==> config.mk <==
export PLATFORM = sky130hd
export DESIGN_NAME = mips
export DESIGN_NICKNAME = d
export VERILOG_FILES = /design/src/rtl/mips.sv
export SDC_FILE = /design/constraint.sdc
export NUM_CORES = 2
export LEC_CHECK = 0
export CORE_MARGIN = 2
export CORE_UTILIZATION = 30
export DETAILED_ROUTE_END_ITERATION = 10
export DONT_BUFFER_PORTS = 1
export PLACE_DENSITY_LB_ADDON = 0.25
export SYNTH_ARGS = -nofsm -noshare
export SYNTH_HDL_FRONTEND = slang
export SYNTH_SLANG_ARGS = --single-unit
==> constraint.sdc <==
create_clock -name clk -period 10.1 [get_ports clk]
set_input_delay 2.02 -clock clk [delete_from_list [all_inputs] [get_ports clk]]
set_output_delay 2.02 -clock clk [all_outputs]
set_load 0.03 [all_outputs]
==> src/rtl/mips.sv <==
// Single-cycle 32-bit MIPS subset core: fetch, decode, execute, memory and write-back in one clock.
// PROG_SEL picks the built-in ROM image (0 = main program, 1 = $0-protection/unknown-op image).
module mips #(
  parameter int unsigned IMEM_WORDS = 64,
  parameter int unsigned DMEM_WORDS = 64,
  parameter int unsigned PROG_SEL   = 0
) (
  input  logic        clk,
  input  logic        rst_n,
  output logic [31:0] pc_out,
  output logic [31:0] alu_result
);

  localparam int unsigned DAW = (DMEM_WORDS > 1) ? $clog2(DMEM_WORDS) : 1;

  localparam logic [5:0] OpR    = 6'h00;
  localparam logic [5:0] OpJ    = 6'h02;
  localparam logic [5:0] OpBeq  = 6'h04;
  localparam logic [5:0] OpAddi = 6'h08;
  localparam logic [5:0] OpLw   = 6'h23;
  localparam logic [5:0] OpSw   = 6'h2B;

  typedef enum logic [2:0] {AluAdd, AluSub, AluAnd, AluOr, AluSlt} alu_op_e;

  logic [31:0] pc_q, pc_d;
  logic [31:0] regs_q [32];
  logic [31:0] dmem_q [DMEM_WORDS];

  function automatic logic [31:0] rom_word(input logic [29:0] idx);
    logic [31:0] w;
    w = 32'h0000_0000;
    if (PROG_SEL == 0) begin
      case (idx)
        30'd0:   w = 32'h2001_0005;
        30'd1:   w = 32'h2002_0003;
        30'd2:   w = 32'h0022_1820;
        30'd3:   w = 32'h0022_2022;
        30'd4:   w = 32'hAC03_0000;
        30'd5:   w = 32'h8C05_0000;
        30'd6:   w = 32'h10A3_0001;
        30'd7:   w = 32'h2006_0001;
        30'd8:   w = 32'h0800_0008;
        default: w = 32'h0000_0000;
      endcase
    end else begin
      case (idx)
        30'd0:   w = 32'h2000_0007;
        30'd1:   w = 32'hFC00_0000;
        default: w = 32'h0000_0000;
      endcase
    end
    return w;
  endfunction

  logic [29:0] imem_idx;
  logic [31:0] instr;
  logic [5:0]  opcode, funct;
  logic [4:0]  rs, rt, rd, waddr;
  logic [31:0] sext_imm, rd_a, rd_b, alu_b, wdata, dmem_rdata;
  logic [31:0] pc_plus4;
  logic [DAW-1:0] dmem_idx;
  logic        reg_we, mem_we, mem_to_reg, alu_src_imm, is_beq, is_j;
  alu_op_e     alu_op;

  assign imem_idx = pc_q[31:2] % 30'(IMEM_WORDS);
  assign instr    = rom_word(imem_idx);
  assign opcode   = instr[31:26];
  assign rs       = instr[25:21];
  assign rt       = instr[20:16];
  assign rd       = instr[15:11];
  assign funct    = instr[5:0];
  assign sext_imm = {{16{instr[15]}}, instr[15:0]};

  always_comb begin
    reg_we      = 1'b0;
    mem_we      = 1'b0;
    mem_to_reg  = 1'b0;
    alu_src_imm = 1'b0;
    is_beq      = 1'b0;
    is_j        = 1'b0;
    waddr       = rt;
    alu_op      = AluAdd;
    case (opcode)
      OpR: begin
        waddr  = rd;
        reg_we = 1'b1;
        case (funct)
          6'h20:   alu_op = AluAdd;
          6'h22:   alu_op = AluSub;
          6'h24:   alu_op = AluAnd;
          6'h25:   alu_op = AluOr;
          6'h2A:   alu_op = AluSlt;
          default: reg_we = 1'b0;
        endcase
      end
      OpAddi: begin
        reg_we      = 1'b1;
        alu_src_imm = 1'b1;
      end
      OpLw: begin
        reg_we      = 1'b1;
        alu_src_imm = 1'b1;
        mem_to_reg  = 1'b1;
      end
      OpSw: begin
        mem_we      = 1'b1;
        alu_src_imm = 1'b1;
      end
      OpBeq: begin
        alu_op = AluSub;
        is_beq = 1'b1;
      end
      OpJ:     is_j = 1'b1;
      default: ;
    endcase
  end

  // $0 is never written, so its storage stays at its reset value of zero.
  assign rd_a  = regs_q[rs];
  assign rd_b  = regs_q[rt];
  assign alu_b = alu_src_imm ? sext_imm : rd_b;

  always_comb begin
    alu_result = 32'h0;
    case (alu_op)
      AluAdd:  alu_result = rd_a + alu_b;
      AluSub:  alu_result = rd_a - alu_b;
      AluAnd:  alu_result = rd_a & alu_b;
      AluOr:   alu_result = rd_a | alu_b;
      AluSlt:  alu_result = {31'b0, $signed(rd_a) < $signed(alu_b)};
      default: alu_result = 32'h0;
    endcase
  end

  assign dmem_idx   = DAW'(alu_result[31:2] % 30'(DMEM_WORDS));
  assign dmem_rdata = dmem_q[dmem_idx];
  assign wdata      = mem_to_reg ? dmem_rdata : alu_result;

  assign pc_plus4 = pc_q + 32'd4;

  always_comb begin
    pc_d = pc_plus4;
    if (is_beq && (alu_result == 32'h0)) begin
      pc_d = pc_plus4 + {sext_imm[29:0], 2'b00};
    end else if (is_j) begin
      pc_d = {pc_plus4[31:28], instr[25:0], 2'b00};
    end
  end

  always_ff @(posedge clk or negedge rst_n) begin
    if (!rst_n) begin
      pc_q <= 32'h0;
      for (int i = 0; i < 32; i++) regs_q[i] <= 32'h0;
      for (int i = 0; i < int'(DMEM_WORDS); i++) dmem_q[i] <= 32'h0;
    end else begin
      pc_q <= pc_d;
      if (reg_we && (waddr != 5'd0)) regs_q[waddr] <= wdata;
      if (mem_we) dmem_q[dmem_idx] <= rd_b;
    end
  end

  assign pc_out = pc_q;

endmodule

==> reports/results.txt <==
GRT Util Overall -> 24.8%
DRT iter0 DRCs -> 10400
total negative slack -> 0 ps
most common library cell in the layout ignoring fill and taps -> nand2_1
Synth Warn # -> 0
CTS Buf Count -> 276
status -> complete, no violations
row cnt -> 223
Final period util -> 96.8%
Cell Chain, Critical Path -> buf_4, inv_1, ha_1, nor2b_1, a21oi_2, nand2b_4, buf_4, nand2_1, and3_1, a311oi_1, a31oi_4, or2_2, ha_1, inv_1, a21oi_1, nand2_1, o41ai_1, o21ai_0, mux2i_1, a311oi_1, inv_1
routed vias/inst -> 5.50
Design Area, Final -> 127000 sq um
data arrival time of the critical path -> 7750 ps
H-tree depth -> 5
Post-Route Skew -> 94.6 ps
CP dominant cell by count -> inv_1
CP max stage delay -> 860 ps
slowest stage cell on the critical path -> o41ai_1
internal power -> 0.0152 W
CTS tree -> done
Gate Count Post-Synth -> 12700
drc violations -> 0
RSZ-0062 raised after global routing -> no
worst-skew pair later-pin latency -> 940 ps
Final Wtd Congestion -> 0.931
synthesized area -> 111000 sq um
max cap viols -> 0
Port Buffers -> 0
maximum fanout along the worst path -> 30
final cell utilization of the core -> 34.4%
sequential area share after synthesis -> 52.6%
R2R setup slack -> 860 ps
Power Total -> 0.0196 W
kind of critical path -> reg2out
Worst VDD drop -> 130 uV
Final Hold Fails -> 0
Die Span Y -> 613 um
min Tclk post-route -> 9770 ps
DR vias -> 95600
sw power -> 0.00444 W
Syn-to-layout area delta -> 14.1%
Gate power share -> 1.0%
hold crit path type -> reg2reg
largest net degree at the start of global routing -> 280
Sink Count -> 2334
Main synth FF type -> dfrtp_1
worst slew pin tran -> 1460 ps
antenna violations before repair -> 32
max-slew violation count -> 0
cell total after placement -> 16900
FILL cells -> 38500
Post-synth EDFFs -> 0
P_leak -> 54.3 nW
Final #Nets -> 12300
global-route wire length before repair -> 685000 um
drt wl/cell -> 27.3 um
final std cells w/o fill -> 17400
Reg clk slew, reported paths -> 60 ps
Die W -> 613 um
commonest non-fill, non-tap cells in the layout -> nand2_1 (2877), dfrtp_1 (2333), o21ai_0 (1620), a21oi_1 (1122), nor2_1 (916)
Initial DRT Pass Iterations -> 6
Setup-failing EPs final -> 0
synthesis-stage register bit count -> 2334
clock share of power -> 51.3%
Die Area -> 375000 sq um
Mapped Avg Cell Area -> 8.75 sq um
DP Area -> 118000 sq um
power density over the cells -> 155 nW/um^2
critical path required time -> 8080 ps
crit start category -> flip-flop
fmax -> 102 MHz
vias in the first global route -> 90500
slew margin rel. -> 2.44%
CP Capture Type -> primary output
final wirelength -> 475000 um
sequential power share -> 47.7%
Netlist cell types -> 97
layout cells sized above 1 -> 10.1%
Placeable Area -> 369000 sq um
hold buffer count at CTS -> 0
CTS Buffer Depth -> 4
dpl hpwl -> 291000 um
Final ANT Viol Nets -> 0
clk root buf -> clkbuf_16
sw frac -> 22.6%
io pins -> 66
Post-synth ARST share -> 100%
grt total ovfl -> 0
Initial Util -> 30.1%
==> critical path, delay by kind of cell (launching register included) <==
kind,cells,cell delay (ps)
DFF,1,320
and+or+nand+nor,6,1410
AOI/OAI and AO/OA,7,2700
adders and majority gates,2,780
muxes,1,180
buffers and inverters,5,1450
==> sequential cells by signal, summed over array words and instances, names as in the netlist <==
| signal | cells |
|---|---|
| dmem_q | 2048 |
| pc_out | 30 |
| regs_q | 256 |
==> power groups by stage <==
| stage | clock network, W | registers [W] | logic [W] |
|---|---|---|---|
| global placement | 0 | 0.00952 | 0.000212 |
| finish | 0.0101 | 0.00935 | 0.000202 |
| detailed placement | 0 | 0.00952 | 0.000210 |
| floorplan | 0 | 0.00952 | 0.00000158 |
| CTS | 0.0102 | 0.00935 | 0.000210 |
| global route | 0.0106 | 0.00935 | 0.000237 |
==> final timing paths <==
| path | from | end | cells after the start |
|---|---|---|---|
| worst max register to register | pc_out[2] | regs_q[781] | 27 |
| worst max-delay path | pc_out[2] | alu_result[15] | 21 |
| worst min register to register | regs_q[1004] | regs_q[1004] | 0 |
| min in group asynchronous | rst_n | pc_out[17] | 0 |
| worst min-delay path | regs_q[1004] | regs_q[1004] | 0 |
| max in group asynchronous | rst_n | dmem_q[924] | 5 |
==> per-stage QoR <==
step           setup slack, ps  hold slack (ps)
4_1_cts                    170              402
2_1_floorplan             2130              442
3_3_place_gp              1030              387
6_report                   328              399
3_5_place_dp               983              389
5_1_grt                   21.6              407
==> per-layer routing <==
metal	GRT usage, %	wire [um]
met4	10.9	23800
met1	34.2	205000
met5	0	95
met3	4.49	37000
met2	38.1	208000
==> what timing repair did <==
item | in CTS | in global routing
setup buffers | 0 | 0
resized for setup | 0 | 5
endpoints found under the setup margin | 0 | 8
==> area by class of cell <==
class                           instances  area [sq um]  area share, %
Sequential cell                      2334         58400           46.1
Multi-Input combinational cell       9028         48500           38.3
Clock buffer                          409          8090           6.38
Tap cell                             4950          6190           4.89
Timing Repair Buffer                  429          4150           3.27
Clock inverter                         73           850          0.670
Inverter                              135           529          0.418
Antenna cell                           16          40.0         0.0316
==> logic make-up (layout without fill, tap and decap cells) <==
| kind of cell | after synthesis | in the layout | share of synthesized area [%] |
|---|---|---|---|
| XOR/XNOR | 35 | 35 | 0.276 |
| adder cells (fa/ha/maj) | 116 | 116 | 1.33 |
| AND/OR/NAND/NOR | 4754 | 4755 | 17.7 |
| flip-flops | 2334 | 2334 | 52.6 |
| other | 1 | 18 | 0.00337 |
| AO/OA/AOI/OAI | 3811 | 3811 | 19.9 |
| buffers and inverters | 1340 | 1046 | 4.89 |
| multiplexers | 309 | 309 | 3.37 |
==> synth_stat cells, types with 121 or more instances <==
cell         n  area (sq um)
nand2_1   2923         11000
dfrtp_1   2334         58400
o21ai_0   1623          8120
a21oi_1   1125          5630
nor2_1     946          3550
clkbuf_1   899          3370
nand3_1    372          1860
buf_2      201          1010
and3_1     191          1190
a211oi_1   183          1370
mux2_2     143          1610
inv_1      131           492
a311oi_1   128          1120
mux2i_1    128          1280
a31oi_1    121           757
Power figures use the tool's default switching activity.
